`src/rtl/seq_scan_ctrl_pkg.sv`:
```
// Shared definitions for the serial scan controller.
//   state_t  : controller FSM states
//   N_DEF    : default pattern / shift-register width
//   CW_DEF   : default width of length, count and index fields
//   result_t : result record returned at the end of a scan job
package seq_scan_ctrl_pkg;

  localparam int unsigned N_DEF  = 4;
  localparam int unsigned CW_DEF = 8;

  typedef enum logic [1:0] {
    IDLE,
    LOAD,
    SCAN,
    REPORT
  } state_t;

  typedef struct packed {
    logic [CW_DEF-1:0] match_cnt;
    logic [CW_DEF-1:0] first_idx;
    logic              found;
  } result_t;

endpackage

```
`src/rtl/seq_scan_ctrl_shift_match.sv`:
```
// N-bit serial shift register with pattern comparator.
//   clk, rst  : clock, synchronous active-high reset (clears contents)
//   load      : take seed this cycle (has priority over shift_en)
//   seed      : value loaded on load
//   shift_en  : shift bit_in into bit 0 this cycle
//   bit_in    : serial input, becomes the newest bit (data[0])
//   code      : pattern to compare against
//   hit       : shift_en and the post-shift value equals code
module shift_match #(
  parameter int unsigned N = 4
) (
  input  logic         clk,
  input  logic         rst,
  input  logic         load,
  input  logic [N-1:0] seed,
  input  logic         shift_en,
  input  logic         bit_in,
  input  logic [N-1:0] code,
  output logic         hit
);

  logic [N-1:0] data;
  logic [N-1:0] data_next;

  assign data_next = {data[N-2:0], bit_in};

  // Hit is judged on the value the register is about to take, so the
  // bit that completes a match is counted in the same cycle it arrives.
  // A freshly loaded seed is never compared.
  assign hit = shift_en && !load && (data_next == code);

  always_ff @(posedge clk) begin
    if (rst) begin
      data <= '0;
    end else if (load) begin
      data <= seed;
    end else if (shift_en) begin
      data <= data_next;
    end
  end

endmodule

```
`src/rtl/seq_scan_ctrl.sv`:
```
// Scan-job sequencer: accepts a job (code, seed, len), loads the shift
// register, streams exactly len serial bits through it while counting
// pattern hits, then presents a result record until the host takes it.
//   clk, rst                         : clock, synchronous active-high reset
//   cmd_valid/cmd_ready              : job command handshake
//   cmd_code, cmd_seed, cmd_len      : pattern, initial contents, bit count
//   bit_valid/bit_ready, bit_in      : serial bit handshake
//   done_valid/done_ready            : result handshake
//   match_cnt, first_idx, found      : result record
//   busy                             : state is not IDLE
module seq_scan_ctrl
  import seq_scan_ctrl_pkg::*;
#(
  parameter int unsigned N  = N_DEF,
  parameter int unsigned CW = CW_DEF
) (
  input  logic          clk,
  input  logic          rst,
  input  logic          cmd_valid,
  output logic          cmd_ready,
  input  logic [N-1:0]  cmd_code,
  input  logic [N-1:0]  cmd_seed,
  input  logic [CW-1:0] cmd_len,
  input  logic          bit_valid,
  output logic          bit_ready,
  input  logic          bit_in,
  output logic          done_valid,
  input  logic          done_ready,
  output logic [CW-1:0] match_cnt,
  output logic [CW-1:0] first_idx,
  output logic          found,
  output logic          busy
);

  state_t        state;
  logic [N-1:0]  code_q;
  logic [N-1:0]  seed_q;
  logic [CW-1:0] len_q;
  logic [CW-1:0] consumed;
  logic          load;
  logic          shift_en;
  logic          hit;

  // Handshake outputs come from the state register alone.
  assign cmd_ready  = (state == IDLE);
  assign bit_ready  = (state == SCAN);
  assign done_valid = (state == REPORT);
  assign busy       = (state != IDLE);

  assign load     = (state == LOAD);
  assign shift_en = (state == SCAN) && bit_valid;

  shift_match #(
    .N (N)
  ) u_shift (
    .clk      (clk),
    .rst      (rst),
    .load     (load),
    .seed     (seed_q),
    .shift_en (shift_en),
    .bit_in   (bit_in),
    .code     (code_q),
    .hit      (hit)
  );

  always_ff @(posedge clk) begin
    if (rst) begin
      state     <= IDLE;
      code_q    <= '0;
      seed_q    <= '0;
      len_q     <= '0;
      consumed  <= '0;
      match_cnt <= '0;
      first_idx <= '0;
      found     <= 1'b0;
    end else begin
      case (state)
        IDLE: begin
          if (cmd_valid) begin
            code_q    <= cmd_code;
            seed_q    <= cmd_seed;
            len_q     <= cmd_len;
            consumed  <= '0;
            match_cnt <= '0;
            first_idx <= '0;
            found     <= 1'b0;
            state     <= LOAD;
          end
        end
        LOAD: begin
          state <= (len_q == '0) ? REPORT : SCAN;
        end
        SCAN: begin
          if (bit_valid) begin
            consumed <= consumed + CW'(1);
            if (hit) begin
              match_cnt <= match_cnt + CW'(1);
              if (!found) begin
                first_idx <= consumed;
                found     <= 1'b1;
              end
            end
            if (consumed == len_q - CW'(1)) begin
              state <= REPORT;
            end
          end
        end
        REPORT: begin
          if (done_ready) begin
            state <= IDLE;
          end
        end
        default: state <= IDLE;
      endcase
    end
  end

endmodule
```
`config.mk`:
```
export PLATFORM = sky130hd
export DESIGN_NAME = seq_scan_ctrl
export DESIGN_NICKNAME = d
export VERILOG_FILES = /design/src/rtl/seq_scan_ctrl_pkg.sv /design/src/rtl/seq_scan_ctrl_shift_match.sv /design/src/rtl/seq_scan_ctrl.sv
export SDC_FILE = /design/constraint.sdc
export NUM_CORES = 1
export LEC_CHECK = 0
export ABC_AREA = 1
export CAP_MARGIN = 20
export CORE_MARGIN = 2
export CORE_UTILIZATION = 50
export DETAILED_ROUTE_END_ITERATION = 7
export MAX_ROUTING_LAYER = met4
export PLACE_DENSITY = 0.89
export SLEW_MARGIN = 10
export SYNTH_ARGS = -nofsm -noshare
export SYNTH_HDL_FRONTEND = slang
export SYNTH_HIERARCHICAL = 1
export SYNTH_SLANG_ARGS = --single-unit
```
`constraint.sdc`:
```
create_clock -name clk -period 3.2 [get_ports clk]
set_input_delay 0.48 -clock clk [delete_from_list [all_inputs] [get_ports clk]]
set_output_delay 0.48 -clock clk [all_outputs]
set_load 0.03 [all_outputs]
```
### Yosys cells after proc, flatten, opt, wreduce, memory -nomap -nowiden

Index checks and enable logic that the tools add are counted.

* flip-flop bits (word level): 45
* bits in latches: 0
* RAM bits: 0
* ROM bits: 0
* input bits: 22
* output and inout port bits: 21
* logic and storage cells: 59
* memories kept: 0

* add/subtract/negate cells: 3
* multiply operators: 0
* div/mod/pow operators: 0
* magnitude comparators: 0
* eq/ne operators: 11
* shift-type cells: 0
* mux-type cells: 22
* bitwise logic cells: 0
* reductions and logical operators: 14

Operators with widths (number)
* $mux 8: 7
* $pmux 8 s2: 3
* $add 8x1->8 const B: 2
* $eq 8x8->1: 1
* $logic_not 8->1: 1
* $mux 2: 4
* $pmux 2 s4: 1
* $reduce_and 4->1: 2
* $sub 8x1->8 const B: 1
* $mux 3: 2
* $ne 2x1->1 const B: 3
* $ne 2x2->1 const B: 3
* $reduce_bool 2->1: 3
* $reduce_and 5->1: 1
* $eq 2x2->1 const B: 2
* $eq 4x4->1: 1
* $mux 1: 4
* $logic_and 1x1->1: 3
* $reduce_and 3->1: 1
* $eq 2x1->1 const B: 1
* $logic_not 2->1: 1
* $pmux 1 s2: 1
* $reduce_and 2->1: 1
* $logic_not 1->1: 1

### Depth between registers and ports, before layout

* depth in word-level cells: 7
* mapped depth: 14
* gate-level depth less buffers: 14

### Modules after synthesis

The synthesis kept the hierarchy.

By module, submodules not included
* seq_scan_ctrl: instances 1, cells each 281, area each 2078.2 sq um, sequential area each 860.8 sq um
* shift_match: instances 1, cells each 46, area each 231.5 sq um, sequential area each 60.1 sq um

### Worst setup path after synthesis

No wires, ideal clock.

* path type: reg-to-reg
* start: reg state[0]
* end: reg match_cnt[7]
* library setup time: 0.119 ns
* arrival: 1.955 ns
* data required time: 3.081 ns
* setup slack: 1.125 ns
* stages on the path, launching flop included: 14
* path buffers: 0
* clock period less this slack: 2.075 ns
* path through: dfxtp_1 > inv_1 > ha_1 > nand2_1 > inv_1 > inv_1 > nor2_2 > o21ai_0 > nor2_1 > o21ai_4 > inv_2 > nand3_1 > o21ai_0 > a21oi_1

* cells in the longest elaborated chain, start to end: 6
* elaborated cells on any way between the ends: 13
* classes of those cells: eq/ne (5); mux (1); reduce/logical (7)

RTL lines
* from (decl): line seq_scan_ctrl.sv:35 `state_t state;`
* from (signal assigned): line seq_scan_ctrl.sv:91 `state <= (len_q == '0) ? REPORT : SCAN;`
* $eq 2x2->1
* net bit_ready: line seq_scan_ctrl.sv:25 `output logic bit_ready,`
* $logic_and 1x1->1: line seq_scan_ctrl.sv:51 `assign shift_en = (state == SCAN) && bit_valid;`
* net shift_en: line seq_scan_ctrl.sv:41 `logic shift_en;`
* $logic_and 1x1->1 (2 in a row): line seq_scan_ctrl_shift_match.sv:30 `assign hit = shift_en && !load && (data_next == code);`
* net hit: line seq_scan_ctrl.sv:42 `logic hit;`
* $ne 2x1->1 (no source line)
* $reduce_and 4->1 (no source line)
* to (signal assigned): line seq_scan_ctrl.sv:97 `match_cnt <= match_cnt + CW'(1);`
* to (decl): line seq_scan_ctrl.sv:29 `output logic [CW-1:0] match_cnt,`

The timed path passes the listed nets, and every way through them passes these cells.
A chain may end at the register's enable or synchronous reset.

### Worst setup path after layout

* start: reg state[0]
* end: out busy

* cells in the longest elaborated chain, start to end: 1

RTL lines
* $reduce_bool 2->1: line seq_scan_ctrl.sv:48 `assign busy = (state != IDLE);`
* to (decl): line seq_scan_ctrl.sv:32 `output logic busy`

Every way passes these cells.

==> qor.txt <==
STATUS
----------------------------------------------------------------------------------
Run status                                                               completed

PWR
----------------------------------------------------------------------------------
Power density over cell area                                            699 nW/µm²
Total Power Consumption                                                    1990 µW
Leakage power of the design                                             0.00118 µW
Max IR drop VDD                                                         0.000475 V

PLACE
----------------------------------------------------------------------------------
Number of buffer cells added on primary ports                                   41
Last weighted congestion value of the routability-driven placer              0.968
HPWL reported at the end of detailed placement                             3680 µm

FINISH
----------------------------------------------------------------------------------
Antenna diodes                                                                   0
Layout fillers                                                                 367
Layout cell share with drive strength beyond 1                              0.0572
Most common cell after layout, fill and taps aside                         nand2_1
Most used cells in the layout excluding fill and tap cells            64 x nand2_1, 52 x nor2_1, 45 x dfxtp_1, 42 x inv_1, 41 x clkdlybuf4s50_1
Signed area change from the synthesized netlist to the final layout          25.0%
Total Nets Final                                                               395
Share of the core filled with cells in the final layout                      0.649

SETUP PATH
----------------------------------------------------------------------------------
Critical Path End Type                                                 output port
Cell chain of the critical path                                       inv_1 > ha_1 > inv_1 > clkdlybuf4s50_1
Maximum cell stage delay along the critical path                           0.66 ns
Most common cell type on the critical path                                   inv_1
Critical path startpoint category                                             flop
Cell with the largest stage delay on the worst path                   clkdlybuf4s50_1
Crit path kind                                                        flop to output port
Required time of the critical path                                         2.72 ns
Signal arrival time at the worst endpoint                                  1.87 ns
Crit-path max FO                                                                 6

STA
----------------------------------------------------------------------------------
Slew of the pin with the lowest slew margin                               0.608 ns
Fraction of the cycle the final worst path needs                             0.735
Number of endpoints failing setup at the final stage                             0
Setup TNS                                                                     0 ns
Final hold slack                                                          0.470 ns
Highest attainable clock frequency                                         425 MHz
Max-slew violations                                                              0
RSZ-0062 raised after global routing                                            no
Worst-case headroom to the max-slew limit                                    0.593
Final Skew                                                              0.00485 ns
Min Tclk post-route                                                        2.35 ns
Final Hold Violating Endpoints                                                   0

DETAILED ROUTING
----------------------------------------------------------------------------------
Antenna Nets Post-Route                                                          0
Via count                                                                     2168
First-pass DRT Iterations                                                        4
Drt first-iter violations                                                      104
WL/cell                                                                    12.1 µm
Routed vias/inst                                                              5.17
Total Wirelength                                                           5060 µm
DRC violations left                                                              0

CLOCKING
----------------------------------------------------------------------------------
Total clock buffers created by CTS                                               5
Clock sink count                                                                45
Clock Latency Late Sink                                                    0.30 ns
Count of hold buffers inserted by post-cts repair                                0
Post-CTS resize count                                                            0
Clock transition at path regs                                              0.08 ns
Root buffer cell                                                          clkbuf_8
Post CTS Setup Buffer Count                                                      0
Max Root-Sink Buffers                                                            2
CTS H-tree lvls                                                                  2
CTS tree                                                                      done

GLOBAL ROUTE
----------------------------------------------------------------------------------
Overall track demand over capacity in global routing                         0.219
Number of antenna violations at the first check in global routing                0
Maximum number of pins on one net before global-route repair                    21
First-pass GRT wire length                                                 8680 µm
Grt ovf                                                                          0
Number of global-route vias before repair                                     1939

FLOORPLANNING
----------------------------------------------------------------------------------
Horiz. Die Dim                                                             71.5 µm
Initial Util                                                                 0.519
Core Footprint                                                            4380 µm²
Area of the die                                                           5110 µm²
Die Height                                                                 71.5 µm
Num rows                                                                        24
Io pins                                                                         43

SYNTHESIS
----------------------------------------------------------------------------------
Cells after synthesis                                                          323
Post-synthesis net count                                                       352
Mean area per synthesized cell                                            7.05 µm²
Mapped Area                                                               2280 µm²
Yosys warning total                                                              6

HOLD PATH
----------------------------------------------------------------------------------
Worst hold-check path type                                            flop to flop

RUN
----------------------------------------------------------------------------------
# Max-Cap Violations                                                             0

==> flip-flops by register name (all words and copies together) (netlist names) <==
name,cells
consumed,8
code_q,4
first_idx,8
len_q,8
seed_q,3
state,2
match_cnt,8
found,1
u_shift/data,3
==> layout make-up <==
cell class / count / area [µm²] / area share
Clock buffer: 7 / 86.3 / 0.0303
Tap cell: 52 / 65.1 / 0.0229
Sequential cell: 45 / 901 / 0.316
Inverter: 47 / 179 / 0.0629
Timing Repair Buffer: 42 / 418 / 0.147
Clock inverter: 1 / 30.0 / 0.0105
Multi-Input combinational cell: 225 / 1170 / 0.410
==> final timing paths <==
kind | startpoint | to | slack, ns | cells after the start
worst min-delay path | match_cnt[7]$_SDFFE_PP0P_ | match_cnt[7]$_SDFFE_PP0P_ | 0.47 | 2
worst max-delay path | state[0]$_SDFFE_PP0P_ | busy | 0.85 | 4
worst min register to register | match_cnt[7]$_SDFFE_PP0P_ | match_cnt[7]$_SDFFE_PP0P_ | 0.47 | 2
worst max register to register | state[0]$_SDFFE_PP0P_ | consumed[3]$_SDFFE_PP0P_ | 0.87 | 8
==> routing by layer <==
layer,wire (µm),global-route usage
met4,101,0.0608
met1,2380,0.281
met2,2280,0.348
met3,301,0.0492
met5,0,-
==> stage by stage <==
stage | worst slack [ns] | area [µm²] | std cells
2_1_floorplan | 1.13 | 2280 | 323
5_1_grt | 0.627 | 2850 | 419
4_1_cts | 0.848 | 2850 | 419
3_5_place_dp | 0.808 | 2730 | 411
6_report | 0.849 | 2850 | 419
3_3_place_gp | 0.846 | 2730 | 411
==> where the power goes <==
part / leakage [µW] / internal (µW) / switching, µW
clock: 0.0000585 / 255 / 190
sequential: 0.000367 / 646 / 72.1
combinational: 0.000755 / 293 / 533
==> critical path, delay by kind of cell (launching register included) <==
kind                       cells  cell delay, ns
DFF                            1            0.42
buffers and inverters          3            0.85
adders and majority gates      1            0.29
Power figures use the tool's default switching activity.
==> variant: new RTL, same settings <==
Put one more register stage on the output `match_cnt`, with the module's reset. The value now appears one clock later. The other outputs are not delayed to match.
--- a/src/rtl/seq_scan_ctrl.sv
+++ b/src/rtl/seq_scan_ctrl.sv
@@ -32,4 +32,6 @@
   output logic          busy
 );
+
+  logic [CW-1:0] match_cnt_s0;
 
   state_t        state;
@@ -71,5 +73,5 @@
       len_q     <= '0;
       consumed  <= '0;
-      match_cnt <= '0;
+      match_cnt_s0 <= '0;
       first_idx <= '0;
       found     <= 1'b0;
@@ -82,5 +84,5 @@
             len_q     <= cmd_len;
             consumed  <= '0;
-            match_cnt <= '0;
+            match_cnt_s0 <= '0;
             first_idx <= '0;
             found     <= 1'b0;
@@ -95,5 +97,5 @@
             consumed <= consumed + CW'(1);
             if (hit) begin
-              match_cnt <= match_cnt + CW'(1);
+              match_cnt_s0 <= match_cnt_s0 + CW'(1);
               if (!found) begin
                 first_idx <= consumed;
@@ -116,3 +118,11 @@
   end
 
+  always_ff @(posedge clk) begin
+    if (rst) begin
+      match_cnt <= '0;
+    end else begin
+      match_cnt <= match_cnt_s0;
+    end
+  end
+
 endmodule
Check against the original RTL: not equivalent (a bounded check fails within 4 cycles, from zero or initial values and one cycle with rst high).
==> variant against the unedited design <==
- synthesized area is 8.5% higher
- total power rose by 6.6%
- sequential cell count rose by 8
- setup slack got worse by 0.13 ns
- critical path type is now register to register
- critical endpoint is now first_idx[7]
- combinational power grew 7.1%
- wire length up 13%
- synthesized cell count increased by 9.3%
- non-clock buffer count rose by 1
- design area grew 7.6%
==> variant: results (changes against the unedited design) <==
[cts]
clkTransAtPathRegs_ns = 0.10  ; +0.02 ns
clock_latency_ns = 0.32  ; +0.02 ns

[global_routing]
grtUsageMet1_pct = 28.5  ; +0.46 points
grt_pass1_wl_um = 9570  ; +10%
gr-usage-met3_pct = 4.34  ; -0.59 points
grt_max_degree = 25  ; +19%

[status]
outcome = completed

[detailed_routing]
routed_wl_um = 5730  ; +13%
first_iter_violations = 131  ; +26%
dr_wl_met2_um = 2730  ; +20%
m1WireLength_um = 2620  ; +10%
via_per_inst = 5.04  ; -2.5%

[setup_path]
r2r_setup_slack_ns = 0.72  ; -0.15 ns
max_stage_delay_ns = 0.37  ; -0.29 ns
critPathTopFamily = simple AND/OR/NAND/NOR gates
crit_path_max_fanout = 9  ; +3
critPathCapture = first_idx[7]
slowest_stage = dfxtp_1

[cells_and_area]
fillers = 441  ; +20%
nets = 427  ; +8.1%
final_cells = 466  ; +11%
drive_above_1_share_pct = 5.26  ; -0.46 points

[logic_synthesis]
synthCells = 353  ; +9.3%
synth_nets = 382  ; +8.5%

[timing]
hold_slack_ns = 0.458  ; -0.0121 ns
skew_ns = 0.00952  ; +0.00467 ns
min_period_ns = 2.48  ; +0.131 ns
worstMarginPinSlew_ns = 0.559  ; -0.0490 ns

[placed_design]
gp_congestion = 0.870  ; -10%
dp_hpwl_um = 4080  ; +11%
place_inst = 458  ; +11%
post_dp_cell_area_sq_um = 2960  ; +8.5%
dp_slack_ns = 0.581  ; -0.227 ns

[power_and_ir_drop]
p_switching_mw = 0.875  ; +9.9%
peakVddDrop_v = 0.000681  ; +43%

[min_path]
whs_endpoint = match_cnt[7]

==> variant: power groups by stage <==
stage	clock network (mW)	registers, mW	logic (mW)
after floorplan	0	0.844	0.631
after global placement	0	0.837	0.846
after detailed placement	0	0.840	0.876
after CTS	0.419	0.826	0.884
after global routing	0.442	0.839	1.00
final	0.408	0.828	0.885
==> variant: layout make-up <==
class | count | area share (%)
clock buffers | 6 | 2.70
clock inverters | 2 | 0.572
inverters | 52 | 6.38
multi-input cells | 243 | 39.1
flip-flops and latches | 53 | 34.7
well taps | 67 | 2.74
repair buffers | 43 | 13.9
==> variant: worst register-to-register path, stage by stage, from the launching register on <==
cell and delay (ns):
dfxtp_1 0.37, inv_1 0.10, ha_1 0.34, nand2_1 0.08, inv_1 0.15, inv_1 0.07, nor2_2 0.15, o21ai_0 0.11
nor2_1 0.15, nor2_1 0.09, nor2_4 0.20, nand2_4 0.11, o21ai_2 0.18, o21ai_2 0.10, o21ai_1 0.10, nor2_1 0.05
